$ cat config.mk
export PLATFORM = sky130hd
export DESIGN_NAME = pixel_averager
export DESIGN_NICKNAME = d
export VERILOG_FILES = /design/src/rtl/pixel_averager.sv
export SDC_FILE = /design/constraint.sdc
export NUM_CORES = 1
export LEC_CHECK = 0
export ABC_AREA = 1
export BUFFER_PORTS_ARGS = -buffer_cell sky130_fd_sc_hd__buf_2
export CORE_AREA = 2 2 61 120
export CTS_BUF_LIST = sky130_fd_sc_hd__clkbuf_4
export CTS_CLUSTER_DIAMETER = 150
export CTS_CLUSTER_SIZE = 10
export DETAILED_ROUTE_END_ITERATION = 8
export DIE_AREA = 0 0 63 122
export PLACE_DENSITY = 0.8
export SETUP_SLACK_MARGIN = 0.15
export SKIP_LAST_GASP = 1
export SYNTH_ARGS = -nofsm -noshare
export SYNTH_HDL_FRONTEND = slang
export SYNTH_SLANG_ARGS = --single-unit
$ cat constraint.sdc
create_clock -name clk -period 8.3 [get_ports clk]
set_input_delay 0.415 -clock clk [delete_from_list [all_inputs] [get_ports clk]]
set_output_delay 0.415 -clock clk [all_outputs]
set_load 0.02 [all_outputs]
$ cat src/rtl/pixel_averager.sv
// ============================================================================
//  Module   : pixel_averager
//  Brief    : Downsamples a square frame by FACTORxFACTOR block averaging.
//  Revision : 1.0
// ============================================================================
`default_nettype none

module pixel_averager #(
  parameter int PIX_W       = 8,
  parameter int LOG2_FACTOR = 1,
  parameter int DST_DIM     = 28,
  parameter int SRC_AW      = 12,
  parameter int DST_AW      = 10
) (
  input  logic              clk,
  input  logic              reset,
  input  logic              go,
  output logic              busy,
  output logic              done,
  output logic              rd_en,
  output logic [SRC_AW-1:0] rd_addr,
  input  logic [PIX_W-1:0]  rd_data,
  output logic              wr_en,
  output logic [DST_AW-1:0] wr_addr,
  output logic [PIX_W-1:0]  wr_data
);

  localparam int c_FACTOR  = 1 << LOG2_FACTOR;
  localparam int c_SRC_DIM = DST_DIM * c_FACTOR;
  localparam int c_ACC_W   = PIX_W + 2 * LOG2_FACTOR;
  localparam int c_T_W     = 2 * LOG2_FACTOR;

  typedef enum logic [2:0] {
    S_IDLE  = 3'd0,
    S_READ  = 3'd1,
    S_DRAIN = 3'd2,
    S_WRITE = 3'd3,
    S_DONE  = 3'd4
  } state_t;

  state_t              r_state;
  state_t              w_state_nxt;
  logic [c_T_W-1:0]    r_tile;   // {ty, tx}, tx in the low bits so it runs fastest
  logic [DST_AW-1:0]   r_ox;
  logic [DST_AW-1:0]   r_oy;
  logic [c_ACC_W-1:0]  r_acc;

  logic                w_tile_last;
  logic                w_ox_last;
  logic                w_pix_last;
  logic [SRC_AW-1:0]   w_src_x;
  logic [SRC_AW-1:0]   w_src_y;

  assign w_tile_last = &r_tile;
  assign w_ox_last   = (r_ox == DST_AW'(DST_DIM - 1));
  assign w_pix_last  = w_ox_last && (r_oy == DST_AW'(DST_DIM - 1));

  // FACTOR is a power of two, so oy*FACTOR+ty is a plain concatenation.
  assign w_src_x = SRC_AW'({r_ox, r_tile[LOG2_FACTOR-1:0]});
  assign w_src_y = SRC_AW'({r_oy, r_tile[c_T_W-1:LOG2_FACTOR]});

  always_ff @(posedge clk or negedge reset) begin
    if (!reset) begin
      r_state <= S_IDLE;
      r_tile  <= '0;
      r_ox    <= '0;
      r_oy    <= '0;
      r_acc   <= '0;
    end else begin
      r_state <= w_state_nxt;
      case (r_state)
        S_IDLE: begin
          if (go) begin
            r_tile <= '0;
            r_ox   <= '0;
            r_oy   <= '0;
            r_acc  <= '0;
          end
        end
        S_READ: begin
          r_tile <= r_tile + c_T_W'(1);
          // rd_data lags rd_addr by one cycle; nothing to add on the first read.
          if (r_tile != '0) r_acc <= r_acc + c_ACC_W'(rd_data);
        end
        S_DRAIN: begin
          r_acc <= r_acc + c_ACC_W'(rd_data);
        end
        S_WRITE: begin
          r_acc <= '0;
          if (w_ox_last) begin
            r_ox <= '0;
            r_oy <= r_oy + DST_AW'(1);
          end else begin
            r_ox <= r_ox + DST_AW'(1);
          end
        end
        default: ;
      endcase
    end
  end

  always_comb begin
    w_state_nxt = r_state;
    busy        = 1'b1;
    done        = 1'b0;
    rd_en       = 1'b0;
    wr_en       = 1'b0;
    rd_addr     = '0;
    wr_addr     = '0;
    wr_data     = '0;
    case (r_state)
      S_IDLE: begin
        busy = 1'b0;
        if (go) w_state_nxt = S_READ;
      end
      S_READ: begin
        rd_en   = 1'b1;
        rd_addr = w_src_y * SRC_AW'(c_SRC_DIM) + w_src_x;
        if (w_tile_last) w_state_nxt = S_DRAIN;
      end
      S_DRAIN: begin
        w_state_nxt = S_WRITE;
      end
      S_WRITE: begin
        wr_en       = 1'b1;
        wr_addr     = r_oy * DST_AW'(DST_DIM) + r_ox;
        wr_data     = r_acc[c_ACC_W-1 -: PIX_W];
        w_state_nxt = w_pix_last ? S_DONE : S_READ;
      end
      S_DONE: begin
        done        = 1'b1;
        w_state_nxt = S_IDLE;
      end
      default: begin
        w_state_nxt = S_IDLE;
      end
    endcase
  end

endmodule

`default_nettype wire
## After elaboration in Yosys (flattened, before gate mapping)

Cells that the tools add are included.

| word-level totals | value |
|---|---|
| logic and storage cells | 55 |
| flip-flop bits (word level) | 35 |

| operators by class | value |
|---|---|
| add/subtract/negate cells | 6 |
| equality and inequality tests | 10 |
| mux-type cells | 20 |
| reduce and logical (&&, ||, !) cells | 12 |
| multiply operators | 2 |

Operators with widths:

| kind | number |
|---|---|
| two-way mux 10 bit | 5 |
| one-hot mux 10 bit (2 select lines) | 2 |
| one-hot mux 10 bit (4 select lines) | 1 |
| adder 10 x 1 -> 10 bit, second input constant | 2 |
| equality test 10 x 5 -> 1 bit, second input constant | 2 |
| adder 12 x 11 -> 12 bit | 1 |
| two-way mux 12 bit | 1 |
| one-hot mux 3 bit (4 select lines) | 1 |
| multiplier 11 x 3 -> 9 bit, second input constant | 1 |
| adder 10 bit | 1 |
| adder 10 x 8 -> 10 bit | 1 |
| multiplier 10 x 3 -> 8 bit, second input constant | 1 |
| two-way mux 3 bit | 3 |
| two-way mux 8 bit | 1 |
| inequality test 2 bit, second input constant | 4 |
| AND reduction 2 bit | 4 |
| equality test 3 x 2 -> 1 bit, second input constant | 2 |
| AND reduction 3 bit | 2 |
| nonzero test 2 bit | 3 |
| two-way mux 1 bit | 4 |
| one-hot mux 2 bit (2 select lines) | 1 |
| nonzero test 4 bit | 1 |
| equality test 3 x 1 -> 1 bit, second input constant | 1 |
| equality test 3 bit, second input constant | 1 |
| 4 further kinds | 4 |

## Depth between registers and ports, before layout

Gate-level depths: netlist of run 1.

| logic depth | value |
|---|---|
| word-level depth | 4 |
| gate-level depth with buffers | 16 |

## Worst setup path before layout of run 1

OpenSTA, ideal clock, no wires.

| timing | value |
|---|---|
| path type | reg-to-output |
| from | register r_oy[0] |
| to | output port wr_addr[9] |
| data required time | 7885 ps |
| buffers on the path | 0 |
| path slack | 4897 ps |
| data arrival time | 2988 ps |
| stages on the path, launching flop included | 15 |
| path through | dfrtp_1 fa_1 ha_1 inv_1 fa_1 o21ai_0 xor2_1 ha_1 nand2_1 inv_1 nand2_1 nand3_1 nand3_1 nand2_1 nor2_1 |

| between the ends | value |
|---|---|
| longest elaborated chain between the ends | 3 |

Ends and longest elaborated chain:

| what | line | source |
|---|---|---|
| from (decl) | 45 | `logic [DST_AW-1:0] r_oy;` |
| from (signal assigned) | 92 | `r_oy <= r_oy + DST_AW'(1);` |
| multiplier 10 x 3 -> 8 bit | 126 | `wr_addr = r_oy * DST_AW'(DST_DIM) + r_ox;` |
| adder 10 bit | 126 |  |
| two-way mux 10 bit | 111 | `case (r_state)` |
| to (decl) | 24 | `output logic [DST_AW-1:0] wr_addr,` |

No other way between the ends.

## Worst setup path in the final report of run 1

Ends and elaborated chain as after synthesis.

==> key figures, run 1 <==
Detailed routing
  • Drt via density: 5.054
  • DRC errors left: 0
  • Number of antenna-violating nets in the routed design: 0
  • Routed wire length per instance: 12.45 um
  • Vias after detailed routing: 3265
  • Initial DRC Count: 184
  • Number of detailed-routing iterations run before antenna repair: 4
  • Routed wire length: ~8.0 mm

STA
  • Final Max Tran Viols: 0
  • Final period util: 0.4797
  • Worst relative slew slack: 0.4613
  • Unrepaired setup endpoints after global routing: no
  • Post-route worst setup slack: 4.318 ns
  • Skew final: 0.01166 ns
  • Final Hold Viols: 0
  • Total Negative Setup Slacks: 0 ns
  • Final min period: 3.982 ns
  • Final setup vio count: 0
  • Transition time at the pin with the least slew margin: 0.8081 ns
  • Maximum clock rate: 0.2512 GHz

Final layout
  • Area growth from synthesis to layout: 10.26%
  • Number of fillers in the final layout: 670
  • Share of the core filled with cells in the final layout: 0.5865
  • Antenna diode count: 0
  • Post-route non-filler standard cell count: 646
  • Leading cell types in the layout, fill and taps excluded: nand2_1, inv_1, nor2_1
  • Combined area of the multi-input logic cells: 2400 um^2
  • Most frequent standard cell in the layout excluding fill and tap cells: nand2_1
  • Ratio of cells with drive above 1 in the final layout: 0.1313
  • Net count of the finished layout: 619
  • FF+latch area: 875.8 um^2

Floorplanning
  • Floorplan die width: between 60 and 70 um
  • Die Y-Extent: around 120 um
  • Initial core utilization: 0.5320
  • Floorplan Core Area: 6833 um^2
  • Total number of placement rows: 43
  • Total Die Area: about 7700 um^2
  • Num ports: 45

GRT
  • First-pass GRT wire length: 14.29 mm
  • Number of antenna violations at the first check in global routing: 0
  • Grt ovf: 0
  • Maximum number of pins on one net before global-route repair: 36
  • Global-route usage over all layers: 0.2298
  • Vias in the first global route: 3175

Power and ir drop
  • Total power divided by cell area: 287.3 nW/um^2
  • Power after layout: around 1200 uW
  • Reported leakage power: 0.002245 uW
  • Max VDD drop: 0.1618 mV

Placement
  • Number of I/O port buffers: 44
  • Worst Setup Slack post-DPL: about 4.7 ns
  • Placed cells: 638
  • Final weighted congestion in routability-driven placement: 1.016
  • DPL Wire Length: 6.272 mm

Clock tree
  • Resized cells post-CTS: 0
  • Clock sink total: 35
  • Post-CTS Setup Bufs: 0
  • Maximum count of clock buffers along a single path: 2
  • Skew-Pair Late Insertion Delay: 0.35 ns
  • Post-CTS clock slew at the launch and capture registers of the worst setup and hold paths: 0.12 ns
  • Buffer cell driving the clock tree root: clkbuf_4
  • Hold Buf Count CTS: 0
  • CTS H-tree lvls: 2
  • Inserted Clock Buffers: 5
  • CTS tree: done

Outcome
  • Result of the run: completed

Critical path
  • Slowest cell delay on critical path: roughly 0.64 ns
  • Sort of element at the end of the critical path: output port
  • Worst EP required: 7.89 ns
  • Cell family contributing the most delay on the critical path: adder cells
  • Signal arrival time at the worst endpoint: roughly 3.6 ns
  • Crit path buffers/inverters: 3
  • Crit Path Class: flop to output port
  • Crit path max-delay cell type: fa_1
  • Startpoint types: flop
  • Most frequent CP cell: nand2_1
  • Highest net fanout along the worst path: 11
  • Critical path cell sequence: fa_1 -> ha_1 -> inv_1 -> fa_1 -> o21ai_0 -> xor2_1 -> ha_1 -> nand2_1 -> inv_1 -> nand2_1 -> nand3_1 -> nand3_1 -> nand2_1 -> nor2_1 -> buf_2

Logic synthesis
  • Nets in the synthesized netlist: 574
  • Avg Synthesized Cell Area: a little over 7 um^2
  • Synth Instances: 510
  • Synthesis-stage register bit count: 35
  • Mapped Area: 3635 um^2
  • Fraction of registers with async set/reset: 1.000
  • Distinct cells, synth: 33
  • Yosys warns: 0
  • Number of enable-type register cells in the synthesized netlist: 0
  • Dominant synthesized flop cell: dfrtp_1
  • Fraction of the yosys area taken by sequential cells: 0.2410

Min path
  • Class of the most critical hold timing path: primary input to asynchronous set/reset pin

Job
  • Max-cap violation count: 0
==> per-layer routing <==
layer  track usage  share of wire  vias up
li1              -              -     1734
met1        0.2914           0.46     1465
met2        0.4016           0.49       60
met3       0.02955          0.041        6
met4       0.07361          0.014        0
met5             0              0        -
==> Yosys cell counts, types with 2 or more instances <==
cell type  count  share of area
nor3_1         7         0.0096
dfrtp_1       35           0.24
nand2_1      117           0.12
clkbuf_1       2         0.0021
o21ai_0       20          0.028
clkbuf_2       2         0.0028
clkinv_1       2         0.0021
xor2_1        21          0.051
nand3_1       36          0.050
xnor2_1        5          0.012
a21oi_1       27          0.037
ha_1          42           0.14
o22ai_1       12          0.021
nor2_1        52          0.054
nand2_2        3         0.0052
inv_2          5         0.0052
nor2_2         3         0.0052
fa_1          11          0.061
nand4_1        8          0.014
inv_1         79          0.082
nor2_4         6          0.019
o21ai_1        4         0.0055
==> final cells by class <==
class,instances,share of cell area
Multi-Input combinational cell,383,0.5988
Tap cell,90,0.02810
Clock inverter,3,0.009678
Timing Repair Buffer,44,0.05495
Sequential cell,35,0.2185
Clock buffer,5,0.009366
Inverter,86,0.08055
==> cell families after synthesis <==
kind of cell	share of synthesized area
DFF	0.2410
buffers and inverters	0.09880
AOI/OAI and AO/OA	0.1022
and+or+nand+nor	0.2902
xor gates and xnor gates	0.06265
adders and majority gates	0.2052
==> worst paths after layout <==
check,from,endpoint,slack [ns],depth (start not counted)
worst max-delay path,r_oy[0],wr_addr[9],4.32,15
worst min-delay path,reset,r_tile[1],0.14,1
worst max register to register,r_state[1],r_oy[9],6.16,9
worst min register to register,r_acc[0],r_acc[0],0.53,1
max in group asynchronous,reset,r_acc[3],7.65,1
min in group clk,go,r_state[0],0.39,3
==> flip-flops by register name (all words and copies together), names as in the netlist <==
signal,flops
r_ox,10
r_state,3
r_acc,10
r_oy,10
r_tile,2
==> per-stage QoR <==
stage	cell area [um^2]	hold WS, ns
2_1_floorplan	3635	0.1194
3_3_place_gp	3931	0.4950
3_5_place_dp	3931	0.5044
4_1_cts	4008	0.1616
5_1_grt	4008	0.1916
6_report	4008	0.1428
==> worst register-to-register path, stage by stage (launching register included) <==
cell	delay, ns
dfrtp_1	0.40
inv_2	0.08
nor2_4	0.10
nand2_2	0.33
inv_2	0.37
nor2_4	0.11
nor2_4	0.30
inv_1	0.20
nand2_1	0.11
nand2_1	0.05
==> power breakdown <==
part	internal, uW	switching, uW
sequential	223	72.9
clock	62.0	61.8
combinational	254	478
total	539	613
No activity file was read; power rests on OpenSTA's default activity.
==> run 2, diff against run 1 <==
Settings changed: PLACE_DENSITY 0.8 to 0.83.
Clock period 8.3 ns to 3.2 ns, I/O delays scaled along.
==> key figures, run 2 (same netlist as run 1, synthesis figures left out) <==
Critical path
  • Crit Path Class: flop to output port
  • Worst EP required: 3.04 ns (-4.85 ns)
  • Depth of the most critical reg-to-reg path: 9 (unchanged)
  • Reg-to-reg endpoint: r_oy[2]
  • Startpoint of the lowest-slack register-to-register path: r_state[1]
  • Signal arrival time at the worst endpoint: 3.30 ns (-0.27 ns)
  • Startpoint types: flop
  • Highest net fanout along the worst path: 4 (-7)
  • Sort of element at the end of the critical path: output port
  • Register-to-register setup slack: 1.07 ns (-5.09 ns)

Min path
  • Number of instances on the worst hold path: 3
  • Worst Min Path Start: go
  • Class of the most critical hold timing path: primary input to flop
  • WHS Endpoint: r_state[0]

STA
  • Worst relative slew slack: 0.4712 (+0.009950)
  • Final Hold Viols: 0 (unchanged)
  • Unrepaired setup endpoints after global routing: yes
  • Smallest hold slack: 0.1829 ns (+0.04009 ns)
  • Post-route worst setup slack: -0.2602 ns (-4.579 ns)
  • Final Max Tran Viols: 0 (unchanged)
  • Maximum clock rate: ~0.29 GHz
  • Final period util: 1.081
  • Final min period: 3.460 ns
  • Final setup vio count: 10 (+10)
  • Skew final: 0.01087 ns (-0.0007848 ns)
  • Transition time at the pin with the least slew margin: 0.7932 ns (-0.01493 ns)

Power and ir drop
  • Total power divided by cell area: 744.6 nW/um^2 (+160%)
  • Max VDD drop: 0.3304 mV (+100%)
  • Reported leakage power: 0.002376 uW (+5.8%)

Final layout
  • Ratio of cells with drive above 1 in the final layout: 0.2690 (+0.1377)
  • Largest regs: r_acc: 10 flops, r_ox: 10 flops, r_oy: 10 flops
  • Combined area of the multi-input logic cells: 2626 um^2 (+9.4%)
  • Most frequent standard cell in the layout excluding fill and tap cells: nand2_1
  • FF+latch area: 880.8 um^2 (+0.57%)
  • Antenna diode count: 0 (unchanged)
  • Net count of the finished layout: 645 (+4.2%)
  • Post-route non-filler standard cell count: 670 (+3.7%)
  • Number of fillers in the final layout: 613 (-8.5%)
  • Leading cell types in the layout, fill and taps excluded: nand2_1, inv_1, nor2_1
  • Area growth from synthesis to layout: 22.82%

Floorplanning
  • Initial core utilization: 0.5320 (unchanged)
  • Num ports: 45 (unchanged)
  • Floorplan Core Area: 6833 um^2 (unchanged)
  • Total Die Area: 7686 um^2 (unchanged)
  • Total number of placement rows: 43 (unchanged)
  • Floorplan die width: 63 um (unchanged)
  • Die Y-Extent: 122 um (unchanged)

GRT
  • Maximum number of pins on one net before global-route repair: 36 (unchanged)
  • Number of antenna violations at the first check in global routing: 0 (unchanged)
  • Vias in the first global route: 3096 (-2.5%)
  • Grt ovf: 0 (unchanged)
  • First-pass GRT wire length: 14.08 mm (-1.4%)
  • Global-route usage over all layers: 0.2252 (-0.004623)

Job
  • Max-cap violation count: 0 (unchanged)

Detailed routing
  • Number of detailed-routing iterations run before antenna repair: 4 (unchanged)
  • Number of antenna-violating nets in the routed design: 0 (unchanged)
  • Routed wire length per instance: 12.96 um (+4.1%)
  • Drt via density: 5.245 (+3.8%)
  • Initial DRC Count: 159 (-14%)
  • Vias after detailed routing: 3514 (+7.6%)
  • DRC errors left: 0 (unchanged)
  • Routed wire length: 8.681 mm (+7.9%)

Placement
  • Number of I/O port buffers: 44 (unchanged)
  • Placed cells: 650 (+1.9%)
  • DPL Wire Length: 6.471 mm (+3.2%)
  • Final weighted congestion in routability-driven placement: 0.9298 (-8.5%)

Clock tree
  • Post-CTS clock slew at the launch and capture registers of the worst setup and hold paths: 0.11 ns (about the same)
  • Skew-Pair Late Insertion Delay: 0.33 ns (-0.02 ns)
  • Clock sink total: 35 (unchanged)
  • Buffer cell driving the clock tree root: clkbuf_4
  • CTS H-tree lvls: 2 (unchanged)
  • Inserted Clock Buffers: 5 (unchanged)
  • Maximum count of clock buffers along a single path: 2 (unchanged)
  • CTS tree: done

Outcome
  • Result of the run: finished, violations left
  • Violated checks: setup timing
-- run 2: cell count changes in the layout (fill, tap and decap cells not counted), sizes merged --
cell | before | now
buf | 44 | 69
clkinv | 4 | 2
bufinv | 1 | 0
clkbuf | 5 | 6
dlygate4sd3 | 0 | 1
-- run 2: final cells by class --
| cell class | instances | share of cell area |
|---|---|---|
| Timing Repair Buffer | 70 | 0.1068 |
| Sequential cell | 35 | 0.1973 |
| Tap cell | 90 | 0.02522 |
| Clock buffer | 6 | 0.01009 |
| Multi-Input combinational cell | 383 | 0.5883 |
| Inverter | 86 | 0.07231 |
-- run 2: worst max-delay path by stage --
stage / startpoint / to / slack, ns / cells past startpoint
after floorplan: r_oy[0] / wr_addr[9] / 0.13 / 14
after global placement: r_oy[0] / rd_addr[10] / 0.08 / 14
after detailed placement: r_oy[0] / wr_addr[9] / -0.009 / 15
after CTS: r_oy[1] / rd_addr[11] / -0.24 / 18
after global routing: r_oy[1] / rd_addr[11] / -0.42 / 18
final: r_oy[0] / wr_addr[8] / -0.26 / 12
-- run 2: power breakdown --
group | total [uW] | internal [uW] | leakage (uW) | switching, uW
Clock | 224 | 86.7 | 0.0000276 | 138
Combinational | 2350 | 908 | 0.00189 | 1440
Sequential | 753 | 582 | 0.000459 | 171
Total | 3320 | 1580 | 0.00238 | 1750
-- run 2: worst max-delay path: stages (launching register included) --
cell,delay (ns)
dfrtp_2,0.46
fa_1,0.60
ha_2,0.20
inv_2,0.05
fa_2,0.52
inv_2,0.04
ha_4,0.24
a21oi_4,0.16
nor2_1,0.07
nor3_2,0.18
xor2_1,0.24
nor2_2,0.06
buf_6,0.15
-- run 2: through the flow --
stage                     setup WS, ns  utilization  setup TNS (ns)  power, uW  area [um^2]
after floorplan                 0.1314            -               0       2201         3642
after global placement         0.08324       0.5896               0       2684         4029
after detailed placement     -0.009140       0.5896       -0.009140       2727         4029
after CTS                      -0.2394       0.6266          -1.258       3137         4282
after global routing           -0.4174       0.6534          -2.774       3636         4464
final                          -0.2602       0.6534          -1.416       3324         4464
-- run 2: layer usage --
metal  vias up  part of all wire  GRT usage
li1       1788                 -          -
met1      1654              0.46     0.2980
met2        62              0.51     0.3896
met3        10             0.025    0.02862
met4         0             0.011    0.05139
met5         -                 0          0
-- run 2: repair_timing --
| item | in CTS | in global routing |
|---|---|---|
| resized for setup | 48 | 43 |
| buffers inserted | 9 | 4 |
| pin swaps | 20 | 29 |
| endpoints found under the setup margin | 10 | 10 |
| hold endpoints to repair | 35 | 0 |
| hold buffers | 1 | 0 |
==> run 3, diff against run 2 <==
Settings changed: PLACE_DENSITY 0.83 to 0.8.
Clock period 3.2 ns to 4.2 ns, I/O delays scaled along.
==> key figures, run 3 (same netlist as run 1, synthesis figures left out) <==
Floorplanning
  • Num ports: 45 (unchanged)
  • Total number of placement rows: 43 (unchanged)
  • Total Die Area: 7686 um^2 (unchanged)
  • Die Y-Extent: 122 um (unchanged)
  • Initial core utilization: 0.5320 (unchanged)
  • Floorplan die width: 63 um (unchanged)
  • Floorplan Core Area: 6833 um^2 (unchanged)

Detailed routing
  • Routed wire length per instance: 12.68 um (-2.1%)
  • Number of antenna-violating nets in the routed design: 0 (unchanged)
  • Vias after detailed routing: 3339 (-5.0%)
  • DRC errors left: 0 (unchanged)
  • Drt via density: 5.161 (-1.6%)
  • Initial DRC Count: 174 (+9.4%)
  • Routed wire length: 8.204 mm (-5.5%)
  • Number of detailed-routing iterations run before antenna repair: 5 (+1)

Power and ir drop
  • Share of total power in the clock network: 0.107 (+0.039)
  • Internal power consumption: 1067 uW (-32%)
  • Combinational power share: 0.636 (-0.070)
  • Max VDD drop: 0.3080 mV (-6.8%)
  • Switching Power: 1219 uW (-30%)
  • Total power divided by cell area: 569.0 nW/um^2 (-24%)
  • Sequential share of power: 0.257 (+0.030)
  • Switching power share of the total: 0.5332 (+0.007616)
  • Reported leakage power: 0.002248 uW (-5.4%)

Placement
  • DPL Wire Length: 6.285 mm (-2.9%)
  • Final weighted congestion in routability-driven placement: 1.016 (+9.3%)
  • Number of I/O port buffers: 44 (unchanged)
  • Placed cells: 638 (-1.8%)

Final layout
  • Antenna diode count: 0 (unchanged)
  • Number of fillers in the final layout: 690 (+13%)
  • Net count of the finished layout: 620 (-3.9%)
  • Leading cell types in the layout, fill and taps excluded: nand2_1, inv_1, nor2_1
  • Area growth from synthesis to layout: 10.57%
  • Largest regs: r_acc: 10 flops, r_ox: 10 flops, r_oy: 10 flops
  • Ratio of cells with drive above 1 in the final layout: 0.1329 (-0.1361)
  • Post-route non-filler standard cell count: 647 (-3.4%)
  • Most frequent standard cell in the layout excluding fill and tap cells: nand2_1

Critical path
  • Highest net fanout along the worst path: 11 (+7)
  • Crit Path Class: flop to output port
  • Signal arrival time at the worst endpoint: 3.52 ns (+0.22 ns)
  • Sort of element at the end of the critical path: output port
  • Worst EP required: 3.99 ns (+0.95 ns)
  • Startpoint types: flop

STA
  • Transition time at the pin with the least slew margin: 0.7808 ns (-0.01244 ns)
  • Final Max Tran Viols: 0 (unchanged)
  • Skew final: 0.01022 ns (-0.0006516 ns)
  • Unrepaired setup endpoints after global routing: no
  • Final period util: 0.8888
  • Final Hold Viols: 0 (unchanged)
  • Worst relative slew slack: 0.4795 (+0.008292)
  • Final setup vio count: 0 (-10)
  • Total Negative Setup Slacks: 0 ns (+1.416 ns)
  • Final min period: 3.733 ns
  • Maximum clock rate: 0.2679 GHz

Clock tree
  • Clock sink total: 35 (unchanged)
  • Post-CTS clock slew at the launch and capture registers of the worst setup and hold paths: 0.12 ns (about the same)
  • Inserted Clock Buffers: 5 (unchanged)
  • CTS H-tree lvls: 2 (unchanged)
  • Post-CTS Setup Bufs: 0 (-9)
  • Buffer cell driving the clock tree root: clkbuf_4
  • Skew-Pair Late Insertion Delay: 0.35 ns (+0.02 ns)
  • Maximum count of clock buffers along a single path: 2 (unchanged)
  • CTS tree: done

GRT
  • Grt ovf: 0 (unchanged)
  • Maximum number of pins on one net before global-route repair: 36 (unchanged)
  • Number of antenna violations at the first check in global routing: 0 (unchanged)
  • Vias in the first global route: 3219 (+4.0%)
  • Global-route usage over all layers: 0.2333 (+0.008064)
  • First-pass GRT wire length: 14.51 mm (+3.0%)

Outcome
  • Result of the run: completed

Job
  • Max-cap violation count: 0 (unchanged)

Min path
  • Class of the most critical hold timing path: primary input to flop
## run 3: changes by cell type in the layout (fill, tap and decap cells not counted), moves of 8 or more
cell,delta
buf_4,-26
buf_6,-9
inv_2,-11
nand3_1,+8
buf_2,+10
a21oi_1,+9
inv_1,+11
o21ai_0,+11
## run 3: path summary, 6_finish.rpt
kind                       slack (ns)  cells after the start         end        from
setup / recovery                 0.47                     12  wr_addr[8]     r_oy[0]
setup reg to reg                 2.03                      8     r_oy[9]  r_state[2]
min in group asynchronous        0.47                      2     r_ox[7]       reset
max in group asynchronous        3.20                      2     r_oy[0]       reset
hold / removal                   0.20                      3  r_state[0]          go
hold reg to reg                  0.53                      1    r_acc[0]    r_acc[0]
## run 3: metrics by stage
step	util	power (uW)	setup slack [ns]	instance area, um^2	hold slack, ns
after floorplan	-	1673	1.002	3635	-0.08559
after global placement	0.5754	2003	0.8581	3931	0.3415
after detailed placement	0.5754	2040	0.8023	3931	0.3385
after CTS	0.5880	2299	0.3924	4018	0.1897
after global routing	0.5882	2526	0.1735	4019	0.2078
final	0.5882	2287	0.4669	4019	0.1970
## run 3: cell type report
type / instances / area, um^2 / share of cell area
multi-input combinational: 383 / 2400 / 0.5971
sequential: 35 / 877.1 / 0.2182
inverter: 86 / 322.8 / 0.08032
timing repair buffer: 45 / 230.2 / 0.05729
tap: 90 / 112.6 / 0.02802
clock inverter: 3 / 38.79 / 0.009651
clock buffer: 5 / 37.54 / 0.009340
## run 3: worst max-delay path, stage by stage, from the launching register on
cell and delay, ns:
dfrtp_2 0.51, fa_1 0.61, ha_1 0.18, inv_1 0.07, fa_1 0.48, inv_1 0.04
ha_1 0.34, a21oi_1 0.23, nor2_1 0.06, nor3_1 0.20, xor2_1 0.21, nor2_1 0.06
buf_2 0.18
## run 3: routing by layer
layer,vias up,part of all wire,global-route usage
li1,1723,-,-
met1,1537,0.46,0.2901
met2,67,0.49,0.4149
met3,12,0.037,0.03601
met4,0,0.019,0.06389
met5,-,0,0
## run 3: power by group through the flow
stage	Combinational (uW)	Clock, uW	Sequential, uW
after CTS	1460	250	586
after global placement	1420	0	588
after global routing	1660	258	605
final	1450	244	588
after floorplan	1130	0	547
after detailed placement	1450	0	592
## run 3: what timing repair did
action / in CTS / in global routing
endpoints found under the hold margin: 35 / 0
hold buffers: 1 / 0
gates resized for setup: 0 / 1
setup endpoints to repair: 0 / 1
